`src/rtl/pixel_sink_fb_writer.sv`:
```
// Pixel stream sink: FIFO-buffered, clipped, addressed framebuffer writes plus a full-screen fill engine.
// Optional PIXEL_SINK_STATS_EN adds a saturating clip_count output.
module pixel_sink_fb_writer #(
    parameter int SCREEN_W   = 320,
    parameter int SCREEN_H   = 240,
    parameter int FIFO_DEPTH = 4,
    parameter int ADDR_W     = 17
) (
    input  logic              clock,
    input  logic              rst,
    input  logic              in_valid,
    output logic              in_ready,
    input  logic [8:0]        in_x,
    input  logic [7:0]        in_y,
    input  logic [2:0]        in_colour,
    input  logic              clear_req,
    input  logic [2:0]        clear_colour,
    output logic              clear_done,
    output logic [ADDR_W-1:0] fb_addr,
    output logic [2:0]        fb_data,
    output logic              fb_we,
    input  logic              fb_busy,
`ifdef PIXEL_SINK_STATS_EN
    output logic [15:0]       clip_count,
`endif
    output logic              busy
);
    localparam int PTR_W = $clog2(FIFO_DEPTH);
    localparam logic [PTR_W:0]    DEPTH     = (PTR_W+1)'(FIFO_DEPTH);
    localparam logic [31:0]       W_LIM     = SCREEN_W;
    localparam logic [31:0]       H_LIM     = SCREEN_H;
    localparam logic [ADDR_W-1:0] LAST_ADDR = ADDR_W'(SCREEN_W*SCREEN_H-1);

    typedef enum logic [1:0] {RUN, DRAIN, FILL} state_t;

    state_t            state_q, state_d;
    logic [PTR_W-1:0]  wr_ptr_q, wr_ptr_d, rd_ptr_q, rd_ptr_d;
    logic [PTR_W:0]    count_q, count_d;
    logic [ADDR_W-1:0] addr_q, addr_d;
    logic [2:0]        data_q, data_d, fill_colour_q, fill_colour_d;
    logic              we_q, we_d, done_q, done_d;

    logic [8:0] x_mem [FIFO_DEPTH];
    logic [7:0] y_mem [FIFO_DEPTH];
    logic [2:0] c_mem [FIFO_DEPTH];

    logic fifo_empty, fifo_full, accept, on_screen, push, pop;
    logic [ADDR_W-1:0] pop_addr;

    assign fifo_empty = (count_q == '0);
    assign fifo_full  = (count_q == DEPTH);
    assign in_ready   = (state_q == RUN) && !fifo_full;
    assign accept     = in_valid && in_ready;
    assign on_screen  = (32'(in_x) < W_LIM) && (32'(in_y) < H_LIM);
    assign push       = accept && on_screen;
    // Stage2 frees up either when empty or when its write retires this cycle.
    assign pop        = !fifo_empty && (!we_q || !fb_busy);
    assign pop_addr   = ADDR_W'(y_mem[rd_ptr_q]) * ADDR_W'(SCREEN_W) + ADDR_W'(x_mem[rd_ptr_q]);

    always_ff @(posedge clock) begin
        if (push) begin
            x_mem[wr_ptr_q] <= in_x;
            y_mem[wr_ptr_q] <= in_y;
            c_mem[wr_ptr_q] <= in_colour;
        end
    end

    always_comb begin
        state_d       = state_q;
        wr_ptr_d      = wr_ptr_q;
        rd_ptr_d      = rd_ptr_q;
        addr_d        = addr_q;
        data_d        = data_q;
        we_d          = we_q;
        fill_colour_d = fill_colour_q;
        done_d        = 1'b0;
        if (push) wr_ptr_d = wr_ptr_q + 1'b1;
        if (pop)  rd_ptr_d = rd_ptr_q + 1'b1;
        count_d = count_q + (PTR_W+1)'(push) - (PTR_W+1)'(pop);
        if (we_q && !fb_busy) we_d = 1'b0;
        if (pop) begin
            addr_d = pop_addr;
            data_d = c_mem[rd_ptr_q];
            we_d   = 1'b1;
        end
        case (state_q)
            RUN: if (clear_req) begin
                fill_colour_d = clear_colour;
                state_d       = DRAIN;
            end
            DRAIN: if (fifo_empty && (!we_q || !fb_busy)) begin
                state_d = FILL;
                addr_d  = '0;
                data_d  = fill_colour_q;
                we_d    = 1'b1;
            end
            FILL: if (!fb_busy) begin
                if (addr_q == LAST_ADDR) begin
                    we_d    = 1'b0;
                    done_d  = 1'b1;
                    state_d = RUN;
                end else begin
                    addr_d = addr_q + 1'b1;
                    we_d   = 1'b1;
                end
            end
            default: state_d = RUN;
        endcase
    end

    always_ff @(posedge clock or negedge rst) begin
        if (!rst) begin
            state_q       <= RUN;
            wr_ptr_q      <= '0;
            rd_ptr_q      <= '0;
            count_q       <= '0;
            addr_q        <= '0;
            data_q        <= '0;
            we_q          <= 1'b0;
            fill_colour_q <= '0;
            done_q        <= 1'b0;
        end else begin
            state_q       <= state_d;
            wr_ptr_q      <= wr_ptr_d;
            rd_ptr_q      <= rd_ptr_d;
            count_q       <= count_d;
            addr_q        <= addr_d;
            data_q        <= data_d;
            we_q          <= we_d;
            fill_colour_q <= fill_colour_d;
            done_q        <= done_d;
        end
    end

`ifdef PIXEL_SINK_STATS_EN
    logic [15:0] clip_count_q, clip_count_d;
    always_comb begin
        clip_count_d = clip_count_q;
        if (accept && !on_screen && clip_count_q != 16'hFFFF) clip_count_d = clip_count_q + 16'd1;
    end
    always_ff @(posedge clock or negedge rst) begin
        if (!rst) clip_count_q <= '0;
        else      clip_count_q <= clip_count_d;
    end
    assign clip_count = clip_count_q;
`endif

    assign fb_addr    = addr_q;
    assign fb_data    = data_q;
    assign fb_we      = we_q;
    assign clear_done = done_q;
    assign busy       = !fifo_empty || we_q || (state_q != RUN);
endmodule

```
`config.mk`:
```
export PLATFORM = sky130hd
export DESIGN_NAME = pixel_sink_fb_writer
export DESIGN_NICKNAME = d
export VERILOG_FILES = /design/src/rtl/pixel_sink_fb_writer.sv
export SDC_FILE = /design/constraint.sdc
export NUM_CORES = 1
export LEC_CHECK = 0
export CAP_MARGIN = 0
export CELL_PAD_IN_SITES_DETAIL_PLACEMENT = 0
export CELL_PAD_IN_SITES_GLOBAL_PLACEMENT = 1
export CORE_UTILIZATION = 48
export CTS_CLUSTER_DIAMETER = 80
export DETAILED_ROUTE_END_ITERATION = 8
export HOLD_SLACK_MARGIN = 0.08
export PLACE_DENSITY_LB_ADDON = 0.1
export RECOVER_POWER = 25
export SLEW_MARGIN = 10
export SYNTH_ARGS = -nofsm -noshare
export SYNTH_HDL_FRONTEND = slang
export SYNTH_SLANG_ARGS = --single-unit
```
`constraint.sdc`:
```
create_clock -name clock -period 4.98 [get_ports clock]
set_input_delay 0.747 -clock clock [delete_from_list [all_inputs] [get_ports clock]]
set_output_delay 0.747 -clock clock [all_outputs]
set_load 0.005 [all_outputs]
```
==> parameters.txt, run 1 <==
Parameter                              Value

Outcome
  Result of the run ... completed

CTS
  Clock tree root buffer cell ... clkbuf_16
  Number of clock buffers inserted by TritonCTS ... 17
  H-tree lvl count ... 4
  Setup bufs post-CTS ... 0
  CTS tree ... done
  PostCTS Resize Cnt ... 0
  CTS hold repair buffers ... 0
  Clock transition at path regs ... 0.05 ns
  Largest buffer count on any clock path ... 2
  Source-to-sink clock delay at the later pin of the worst-skew pair ... 0.40 ns
  Total number of clock tree sinks ... 114

Global route
  Antenna violations before repair ... 0
  Global routing usage summed across all routing layers ... 21.39%
  Number of global-route vias before repair ... 3519
  Global-route wire length before repair ... 18260 µm
  Global-route met2 utilization ... 33.20%
  Largest net degree at the start of global routing ... 35
  Met3 demand-to-capacity share in global routing ... 5.738%
  GRT busiest layer ... met2
  Total global routing overflow ... 0
  Met1 track demand over resource ... 27.83%

Logic synthesis
  Async set-or-reset flop fraction in the synthesized netlist ... 29.82%
  Netlist Area Pre-Place ... 5512 µm²
  Synthesized netlist net count ... 448
  Number of enable flip-flop cells after synthesis ... 80
  Number of cells produced by synthesis ... 391
  Number of synthesized register bits ... 114
  Synth Flop Type ... edfxtp_1
  Post-synth cell types ... 61
  Post-synthesis average cell area ... 14.10 µm²
  Syn. warnings ... 0
  Sequential fraction of the synthesis area ... 59.02%

Worst setup path
  Type of element launching the critical path ... flip-flop
  Worst Setup Path Type ... flip-flop to flip-flop
  Minimum setup slack among reg-to-reg paths ... 1.28 ns
  Maximum fanout along the worst path ... 15
  Sort of element at the end of the critical path ... flip-flop
  Worst path required time ... 5.29 ns
  WP data arrival ... 4.01 ns

Floorplanning
  Starting density of the core ... 49.97%
  Row cnt ... 38
  IO Count ... 52
  Overall die area ... 11910 µm²
  Die Wd ... 109.2 µm
  Area of the core ... 11030 µm²
  Die Y ... 109.2 µm

Power
  Total power density per cell area ... 707.1 nW/µm²
  Reported leakage power ... 2.487 nW
  Maximum resistive drop on vdd ... 0.3507 mV

Layout
  Fill cell total of the finished layout ... 856
  Commonest cells after routing, fill and taps aside ... edfxtp_1, clkdlybuf4s50_1, nand2_1, dfrtp_1, ha_1
  Sequential cell area ... 3253 µm²
  Most frequent standard cell in the layout excluding fill and tap cells ... edfxtp_1
  Net count reported at finish ... 512
  Count of inserted antenna diode cells ... 0
  Share of final-layout standard cells stronger than drive strength 1 ... 14.53%
  Area Growth Syn to Fin ... 22.11%
  Area occupied by multi-input gates ... 2135 µm²
  Total non-filler cell area in the finished layout ... 6730 µm²

Timing
  Final Hold Viols ... 0
  Unrepaired setup endpoints after global routing ... no
  Final TNS setup ... 0 ns
  Slack of the critical path ... 1.277 ns
  Final clock skew ... 0.009276 ns
  Period Utilization, post-route ... 74.36%
  Worst Tran Pin Value ... 1.065 ns
  Achievable frequency ... 270.1 MHz
  Slew Limit Fails ... 0
  Setup violations, final ... 0
  Period minus WS final ... 3.703 ns
  Relative slew slack ... 28.98%

Worst hold path
  Hold Crit Class ... flip-flop to flip-flop

Drt
  First-pass detailed-route iteration total ... 4
  Via density per instance ... 5.699
  Overall via count from detail_route ... 3465
  Wirelength per Cell ... 18.53 µm
  Routed wire length ... 11270 µm
  Initial detailed-routing violation count ... 205
  DRC violation count after routing ... 0
  Final antenna-violating net count ... 0

Placement
  Placed cell area ... 6152 µm²
  Number of port buffers ... 51
  Placer congestion estimate ... 0.8498
  Pre-CTS setup slack ... 1.252 ns
  Dpl hpwl ... 7804 µm

Flow run
  Max cap viols ... 0
registers in the layout, summed over array words and instances, names as in the netlist:
register / count
x_mem: 36
fb_data: 3
fb_we: 1
state_q: 2
y_mem: 32
wr_ptr_q: 2
fill_colour_q: 3
count_q: 3
fb_addr: 17
rd_ptr_q: 2
clear_done: 1
c_mem: 12
synth_stat cells (2+ instances only):
cell | count | area [µm²]
edfxtp_1 | 80 | 2402
dfrtp_1 | 34 | 850.8
nand2_1 | 34 | 127.6
ha_1 | 26 | 325.3
nor2_1 | 23 | 86.33
mux4_2 | 20 | 450.4
xnor2_1 | 16 | 140.1
inv_1 | 15 | 56.30
nand3_1 | 12 | 60.06
o21ai_0 | 12 | 60.06
a21oi_1 | 11 | 55.05
nor3_1 | 9 | 45.04
xor2_1 | 6 | 52.55
and3_1 | 5 | 31.28
mux2_2 | 5 | 56.30
a21o_1 | 4 | 30.03
a31oi_1 | 4 | 25.02
and2_1 | 4 | 25.02
nand4_1 | 4 | 25.02
o211ai_1 | 4 | 30.03
o22ai_1 | 4 | 25.02
buf_2 | 3 | 15.01
fa_1 | 3 | 60.06
mux2i_1 | 3 | 30.03
nor3b_1 | 3 | 22.52
o21ai_1 | 3 | 15.01
o221ai_1 | 3 | 26.28
o311ai_0 | 3 | 26.28
a22oi_1 | 2 | 15.01
buf_6 | 2 | 22.52
nand3b_1 | 2 | 15.01
nor2_4 | 2 | 22.52
or2_2 | 2 | 12.51
critical path, stage by stage, from the launching register on:
cell and delay, ns:
dfrtp_1 0.65, buf_4 0.39, mux4_2 0.57, ha_1 0.20, ha_1 0.19, inv_1 0.07
fa_1 0.47, nor3_1 0.31, and3_1 0.26, nand4_1 0.11, a31o_2 0.24, a22oi_1 0.15
area by class of cell:
type	count	area share [%]
clock inverters	11	2.045
inverters	15	0.8366
flip-flops and latches	114	48.34
multi-input cells	253	31.72
clock buffers	21	6.544
repair buffers	54	7.920
well taps	140	2.603
stage by stage:
step | std cells | util (%) | power [mW] | hold slack [ns]
after detailed placement | 576 | 55.77 | 3.621 | 0.5020
after floorplan | 391 | - | 3.019 | 0.4514
final | 608 | 61.01 | 4.759 | 0.5126
after global routing | 608 | 61.01 | 5.115 | 0.5260
after CTS | 608 | 61.01 | 4.816 | 0.5140
after global placement | 576 | 55.77 | 3.584 | 0.4912
routing by layer:
metal / vias to the layer above / routed length, µm
met2: 101 / 5514
li1: 1636 / -
met1: 1715 / 5035
met4: 0 / 223
met3: 13 / 494
met5: - / 0
path summary, 6_finish.rpt:
check,from,cells after the start,to
max,rd_ptr_q[0]$_DFFE_PN0P_,11,fb_addr[16]$_DFF_PN0_
max in group asynchronous,rst,2,fb_addr[16]$_DFF_PN0_
min in group asynchronous,rst,2,fb_addr[12]$_DFF_PN0_
max reg2reg,rd_ptr_q[0]$_DFFE_PN0P_,11,fb_addr[16]$_DFF_PN0_
min reg2reg,fill_colour_q[2]$_DFFE_PN0P_,1,fill_colour_q[2]$_DFFE_PN0P_
min,fill_colour_q[2]$_DFFE_PN0P_,1,fill_colour_q[2]$_DFFE_PN0P_
power breakdown:
group	switching, mW	internal, mW	leakage [nW]	total [mW]
Clock	0.393	0.780	0.280	1.17
Combinational	1.12	1.05	1.06	2.17
Sequential	0.200	1.22	1.14	1.42
Total	1.71	3.05	2.49	4.76
logic make-up after synthesis:
kind of cell	share of synthesized area (%)
flops	59.02
simple gates	10.33
compound gates	8.173
fa+ha+maj	6.992
mux	9.739
buf+inv	2.247
xor+xnor	3.496
No activity file was read; power rests on OpenSTA's default activity.
==> run 2: changes to the inputs <==
Clock period 4.98 ns to 3.85 ns, I/O delays scaled along.
==> run 2 against run 1 <==
Against the previous run:
- sequential share of layout area is 0.52 points lower
- total power is 31% higher
- worst hold slack better by 0.0013 ns
- cell count grew 1.3%
- design area grew 1.1%
- maximum frequency rose by 5.9%
- worst setup slack lost 0.92 ns
- combinational power increased by 32%
- non-clock buffer count grew 8
- die area is the same
- clock skew up 0.0068 ns
- largest cell class unchanged
- largest power group unchanged
==> parameters.txt, run 2 (synthesized netlist as in run 1, its figures left out) <==
Parameter                              Value

Outcome
  Result of the run ... completed

Global route
  Global routing usage summed across all routing layers ... 21.59% (+0.20 points)
  Global-route wire length before repair ... 18350 µm (+0.49%)
  Number of global-route vias before repair ... 3511 (-0.23%)
  Antenna violations before repair ... 0 (unchanged)
  Largest net degree at the start of global routing ... 35 (unchanged)
  Total global routing overflow ... 0 (unchanged)

Worst setup path
  Minimum setup slack among reg-to-reg paths ... 0.35 ns (-0.92 ns)
  Start of the worst register-to-register path ... rd_ptr_q[0]$_DFFE_PN0P_
  Worst Setup Path Type ... flip-flop to flip-flop
  WP data arrival ... 3.81 ns (-0.20 ns)
  Maximum fanout along the worst path ... 5 (-10)
  Worst reg-to-reg path cell count ... 12 (+1)
  Sort of element at the end of the critical path ... flip-flop
  Capturing point of the worst reg2reg path ... fb_addr[16]$_DFF_PN0_
  Worst path required time ... 4.16 ns (-1.13 ns)
  Type of element launching the critical path ... flip-flop

Timing
  Period minus WS final ... 3.497 ns (-0.2055 ns)
  Final Hold Viols ... 0 (unchanged)
  Final TNS setup ... 0 ns (unchanged)
  Slew Limit Fails ... 0 (unchanged)
  Final clock skew ... 0.01608 ns (+0.006802 ns)
  Unrepaired setup endpoints after global routing ... no
  Period Utilization, post-route ... 90.84% (+16 points)
  Relative slew slack ... 64.74% (+36 points)
  Setup violations, final ... 0 (unchanged)
  Worst Tran Pin Value ... 0.5248 ns (-0.5404 ns)
  Slack of the critical path ... 0.3525 ns (-0.9245 ns)
  Achievable frequency ... 285.9 MHz (+5.9%)
  Worst hold-check slack ... 0.5139 ns (+0.001315 ns)

CTS
  Largest buffer count on any clock path ... 2 (unchanged)
  CTS tree ... done
  H-tree lvl count ... 4 (unchanged)
  Source-to-sink clock delay at the later pin of the worst-skew pair ... 0.41 ns (about the same)
  CTS hold repair buffers ... 0 (unchanged)
  PostCTS Resize Cnt ... 0 (unchanged)
  Total number of clock tree sinks ... 114 (unchanged)
  Number of clock buffers inserted by TritonCTS ... 17 (unchanged)
  Clock transition at path regs ... 0.05 ns (about the same)
  Clock tree root buffer cell ... clkbuf_16
  Setup bufs post-CTS ... 0 (unchanged)

Drt
  Via density per instance ... 5.602 (-1.7%)
  Routed wire length ... 11590 µm (+2.8%)
  Wirelength per Cell ... 18.81 µm (+1.5%)
  Initial detailed-routing violation count ... 229 (+12%)
  Final antenna-violating net count ... 0 (unchanged)
  DRC violation count after routing ... 0 (unchanged)
  Overall via count from detail_route ... 3451 (-0.40%)
  First-pass detailed-route iteration total ... 5 (+1)

Floorplanning
  Starting density of the core ... 49.97% (unchanged)
  IO Count ... 52 (unchanged)
  Die Y ... 109.2 µm (unchanged)
  Overall die area ... 11910 µm² (unchanged)
  Die Wd ... 109.2 µm (unchanged)
  Row cnt ... 38 (unchanged)
  Area of the core ... 11030 µm² (unchanged)

Layout
  Area Growth Syn to Fin ... 23.45%
  Register ranked first by flip-flop count ... x_mem
  Net count reported at finish ... 520 (+1.6%)
  Area occupied by multi-input gates ... 2135 µm² (unchanged)
  Share of final-layout standard cells stronger than drive strength 1 ... 16.60% (+2.1 points)
  Sequential cell area ... 3253 µm² (unchanged)
  Total non-filler cell area in the finished layout ... 6804 µm² (+1.1%)
  Fill cell total of the finished layout ... 861 (+0.58%)
  Count of inserted antenna diode cells ... 0 (unchanged)
  Commonest cells after routing, fill and taps aside ... edfxtp_1, nand2_1, dfrtp_1, clkdlybuf4s50_1, ha_1
  Most frequent standard cell in the layout excluding fill and tap cells ... edfxtp_1
  Flip-flop count of the largest register after layout ... 36 (unchanged)

Power
  Relative contribution of sequential cells to total power ... 29.1% (-0.7 points)
  Maximum resistive drop on vdd ... 0.4143 mV (+18%)
  Reported leakage power ... 2.534 nW (+1.9%)
  Part of the total power dissipated in combinational logic ... 45.9% (+0.4 points)
  Clock network fraction of total power ... 25.0% (+0.4 points)
  Switching Share ... 36.42% (+0.41 points)
  Total power ... 6.244 mW (+31%)
  Power dissipated by switching net loads ... 2.274 mW (+33%)
  Internal power ... 3.970 mW (+30%)
  Total power density per cell area ... 917.7 nW/µm² (+30%)

Placement
  Dpl hpwl ... 8171 µm (+4.7%)
  Placed cell area ... 6212 µm² (+0.98%)
  Placer congestion estimate ... 0.8259 (-2.8%)
  Number of port buffers ... 51 (unchanged)
  Pre-CTS setup slack ... 0.3434 ns (-0.9085 ns)

Worst hold path
  Hold Crit Class ... flip-flop to flip-flop
  Number of cells on the worst hold path ... 1 (unchanged)
  Worst min-delay path startpoint ... fill_colour_q[1]$_DFFE_PN0P_
  Worst Hold Endpoint ... fill_colour_q[1]$_DFFE_PN0P_

Flow run
  Max cap viols ... 0 (unchanged)
==> run 2: area by class of cell <==
cell class / count / area share [%]
Clock buffer: 18 / 6.307
Clock inverter: 14 / 2.391
Inverter: 15 / 0.8275
Multi-Input combinational cell: 253 / 31.37
Sequential cell: 114 / 47.81
Tap cell: 140 / 2.574
Timing Repair Buffer: 62 / 8.716
==> run 2: critical path: stages (launching register included) <==
cell     delay [ns]
dfrtp_1        0.49
buf_4          0.21
mux4_2         0.53
ha_1           0.32
inv_1          0.06
fa_1           0.46
nor2b_1        0.18
o22ai_1        0.12
xnor2_1        0.27
and3_1         0.27
nand4_1        0.10
a31o_2         0.24
a22oi_1        0.16
==> run 2: per-layer routing <==
layer	global-route usage [%]	share of wire [%]	up-vias
li1	-	-	1648
met1	28.57	48	1718
met2	33.92	48	77
met3	5.798	3.2	8
met4	8.398	0.93	0
met5	0	0	-
==> run 2: worst max-delay path by stage <==
| stage | from | to | slack [ns] | cells after the start |
|---|---|---|---|---|
| 2_1_floorplan | rd_ptr_q[0]$_DFFE_PN0P_ | fb_addr[16]$_DFF_PN0_ | 0.09 | 14 |
| 3_3_place_gp | rd_ptr_q[0]$_DFFE_PN0P_ | fb_addr[16]$_DFF_PN0_ | 0.45 | 12 |
| 3_5_place_dp | rd_ptr_q[0]$_DFFE_PN0P_ | fb_addr[16]$_DFF_PN0_ | 0.34 | 12 |
| 4_1_cts | rd_ptr_q[0]$_DFFE_PN0P_ | fb_addr[16]$_DFF_PN0_ | 0.33 | 12 |
| 5_1_grt | rd_ptr_q[0]$_DFFE_PN0P_ | fb_addr[16]$_DFF_PN0_ | 0.16 | 12 |
| 6_report | rd_ptr_q[0]$_DFFE_PN0P_ | fb_addr[16]$_DFF_PN0_ | 0.35 | 12 |
==> run 2: power groups by stage <==
stage                     combinational (mW)  sequential [mW]  clock [mW]
after CTS                               2.91             1.82        1.59
after global placement                  2.86             1.82           0
after floorplan                         2.14             1.76           0
final                                   2.86             1.82        1.56
after detailed placement                2.89             1.84           0
after global routing                    3.20             1.85        1.64
==> run 2: stage by stage <==
stage	std cells	util, %
after detailed placement	584	56.32
after global routing	616	61.68
after global placement	584	56.32
after CTS	616	61.68
final	616	61.68
after floorplan	391	-
==> run 3: changes to the inputs <==
Settings changed: MAX_ROUTING_LAYER set to met4.
==> run 3 against run 2 <==
Against the previous run:
- register-to-register slack barely moved
- critical path type unchanged
- maximum frequency barely moved
- design area did not move
- sequential share of layout area did not move
- global-route usage rose by 0.61 points
- first-iteration DRC count fell by 3.1%
- non-clock buffer count did not move
- die area did not move
- critical path depth did not move
- total power barely moved
- wire length barely moved
==> parameters.txt, run 3 (synthesized netlist as in run 1, its figures left out) <==
Parameter                              Value

Worst hold path
  Hold Crit Class ... flip-flop to flip-flop
  Worst Hold Endpoint ... fill_colour_q[2]$_DFFE_PN0P_
  Number of cells on the worst hold path ... 1 (unchanged)
  Worst min-delay path startpoint ... fill_colour_q[2]$_DFFE_PN0P_

Global route
  Global-route wire length before repair ... 18360 µm (about the same)
  Number of global-route vias before repair ... 3524 (+0.37%)
  Antenna violations before repair ... 0 (unchanged)
  Global routing usage summed across all routing layers ... 22.20% (+0.61 points)
  Largest net degree at the start of global routing ... 35 (unchanged)
  Total global routing overflow ... 0 (unchanged)

Power
  Total power ... 6.239 mW (about the same)
  Part of the total power dissipated in combinational logic ... 45.9% (about the same)
  Maximum resistive drop on vdd ... 0.4139 mV (-0.10%)
  Internal power ... 3.970 mW (about the same)
  Total power density per cell area ... 917.0 nW/µm² (about the same)
  Power dissipated by switching net loads ... 2.269 mW (-0.24%)
  Relative contribution of sequential cells to total power ... 29.2% (about the same)
  Switching Share ... 36.36% (-0.060 points)
  Clock network fraction of total power ... 25.0% (about the same)
  Reported leakage power ... 2.534 nW (unchanged)

Layout
  Area Growth Syn to Fin ... 23.45% (unchanged)
  Most frequent standard cell in the layout excluding fill and tap cells ... edfxtp_1
  Flip-flop count of the largest register after layout ... 36 (unchanged)
  Commonest cells after routing, fill and taps aside ... edfxtp_1, nand2_1, dfrtp_1, clkdlybuf4s50_1, ha_1
  Register ranked first by flip-flop count ... x_mem
  Net count reported at finish ... 520 (unchanged)
  Count of inserted antenna diode cells ... 0 (unchanged)
  Total non-filler cell area in the finished layout ... 6804 µm² (unchanged)
  Share of final-layout standard cells stronger than drive strength 1 ... 16.60% (unchanged)
  Core Util, Final ... 61.68% (unchanged)

Timing
  Period Utilization, post-route ... 90.93% (about the same)
  Worst hold-check slack ... 0.5177 ns (+0.003786 ns)
  Final TNS setup ... 0 ns (unchanged)
  Relative slew slack ... 64.74% (about the same)
  Final Hold Viols ... 0 (unchanged)
  Final clock skew ... 0.008495 ns (-0.007583 ns)
  Period minus WS final ... 3.501 ns (+0.003380 ns)
  Setup violations, final ... 0 (unchanged)
  Slew Limit Fails ... 0 (unchanged)
  Unrepaired setup endpoints after global routing ... no
  Achievable frequency ... 285.6 MHz (about the same)
  Worst Tran Pin Value ... 0.5248 ns (-0.000005484 ns)

Floorplanning
  Die Wd ... 109.2 µm (unchanged)
  Die Y ... 109.2 µm (unchanged)
  Row cnt ... 38 (unchanged)
  IO Count ... 52 (unchanged)
  Starting density of the core ... 49.97% (unchanged)
  Overall die area ... 11910 µm² (unchanged)
  Area of the core ... 11030 µm² (unchanged)

CTS
  Total number of clock tree sinks ... 114 (unchanged)
  Clock transition at path regs ... 0.05 ns (about the same)
  Number of clock buffers inserted by TritonCTS ... 17 (unchanged)
  PostCTS Resize Cnt ... 0 (unchanged)
  Largest buffer count on any clock path ... 2 (unchanged)
  Source-to-sink clock delay at the later pin of the worst-skew pair ... 0.41 ns (about the same)
  Setup bufs post-CTS ... 0 (unchanged)
  CTS hold repair buffers ... 0 (unchanged)
  CTS tree ... done
  H-tree lvl count ... 4 (unchanged)
  Clock tree root buffer cell ... clkbuf_16

Outcome
  Result of the run ... completed

Worst setup path
  Cell with the largest stage delay on the worst path ... mux4_2
  Cell breakdown of the critical path ... buf_4 -> mux4_2 -> ha_1 -> inv_1 -> fa_1 -> nor2b_1 -> o22ai_1 -> xnor2_1 -> and3_1 -> nand4_1 -> a31o_2 -> a22oi_1
  Top Family by Delay on Critical Path ... adder cells
  Minimum setup slack among reg-to-reg paths ... 0.35 ns (about the same)
  Type of element launching the critical path ... flip-flop
  Sort of element at the end of the critical path ... flip-flop
  WP data arrival ... 3.82 ns (about the same)
  Longest individual stage delay on the worst path ... 0.53 ns (about the same)
  Worst path required time ... 4.17 ns (about the same)
  Worst reg-to-reg path cell count ... 12 (unchanged)
  Start of the worst register-to-register path ... rd_ptr_q[0]$_DFFE_PN0P_
  Worst Setup Path Type ... flip-flop to flip-flop
  Count of buffering cells on the critical path with inverters included ... 2 (unchanged)
  Capturing point of the worst reg2reg path ... fb_addr[16]$_DFF_PN0_
  Maximum fanout along the worst path ... 5 (unchanged)

Placement
  Number of port buffers ... 51 (unchanged)
  Placed cell area ... 6212 µm² (unchanged)
  Dpl hpwl ... 8171 µm (unchanged)
  Placer congestion estimate ... 0.8384 (+1.5%)

Drt
  Initial detailed-routing violation count ... 222 (-3.1%)
  Via density per instance ... 5.580 (-0.41%)
  Final antenna-violating net count ... 0 (unchanged)
  Wirelength per Cell ... 18.80 µm (about the same)
  First-pass detailed-route iteration total ... 5 (unchanged)
  Overall via count from detail_route ... 3437 (-0.41%)
  Routed wire length ... 11580 µm (about the same)
  DRC violation count after routing ... 0 (unchanged)

Flow run
  Max cap viols ... 0 (unchanged)
-- run 3: worst max path at each step --
| stage | startpoint | endpoint | slack, ns | depth (start not counted) |
|---|---|---|---|---|
| global placement | rd_ptr_q[0]$_DFFE_PN0P_ | fb_addr[16]$_DFF_PN0_ | 0.45 | 12 |
| detailed placement | rd_ptr_q[0]$_DFFE_PN0P_ | fb_addr[16]$_DFF_PN0_ | 0.34 | 12 |
| global route | rd_ptr_q[0]$_DFFE_PN0P_ | fb_addr[16]$_DFF_PN0_ | 0.16 | 12 |
| finish | rd_ptr_q[0]$_DFFE_PN0P_ | fb_addr[16]$_DFF_PN0_ | 0.35 | 12 |
| floorplan | rd_ptr_q[0]$_DFFE_PN0P_ | fb_addr[16]$_DFF_PN0_ | 0.09 | 14 |
| CTS | rd_ptr_q[0]$_DFFE_PN0P_ | fb_addr[16]$_DFF_PN0_ | 0.33 | 12 |
-- run 3: per-layer routing --
metal | wire length, µm | global-route usage [%] | part of all wire, %
met5 | 0 | - | 0
met4 | 89 | 8.687 | 0.77
met3 | 417 | 5.678 | 3.6
met2 | 5663 | 34.10 | 49
met1 | 5409 | 28.25 | 47
-- run 3: power by group through the flow --
stage | Combinational (mW) | Clock (mW) | Sequential (mW)
floorplan | 2.14 | 0 | 1.76
global placement | 2.86 | 0 | 1.82
detailed placement | 2.89 | 0 | 1.84
CTS | 2.91 | 1.59 | 1.82
global route | 3.20 | 1.64 | 1.85
finish | 2.86 | 1.56 | 1.82
-- run 3: layout make-up --
type	instances	area (µm²)
repair buffers	62	593.1
inverters	15	56.30
fillers	861	4227
multi-input cells	253	2135
flip-flops and latches	114	3253
clock inverters	14	162.7
well taps	140	175.2
clock buffers	18	429.2
-- run 3: metrics by stage --
step | cells | setup WS [ns]
after floorplan | 391 | 0.09405
after global placement | 584 | 0.4536
after detailed placement | 584 | 0.3434
after CTS | 616 | 0.3349
after global routing | 616 | 0.1588
final | 616 | 0.3492
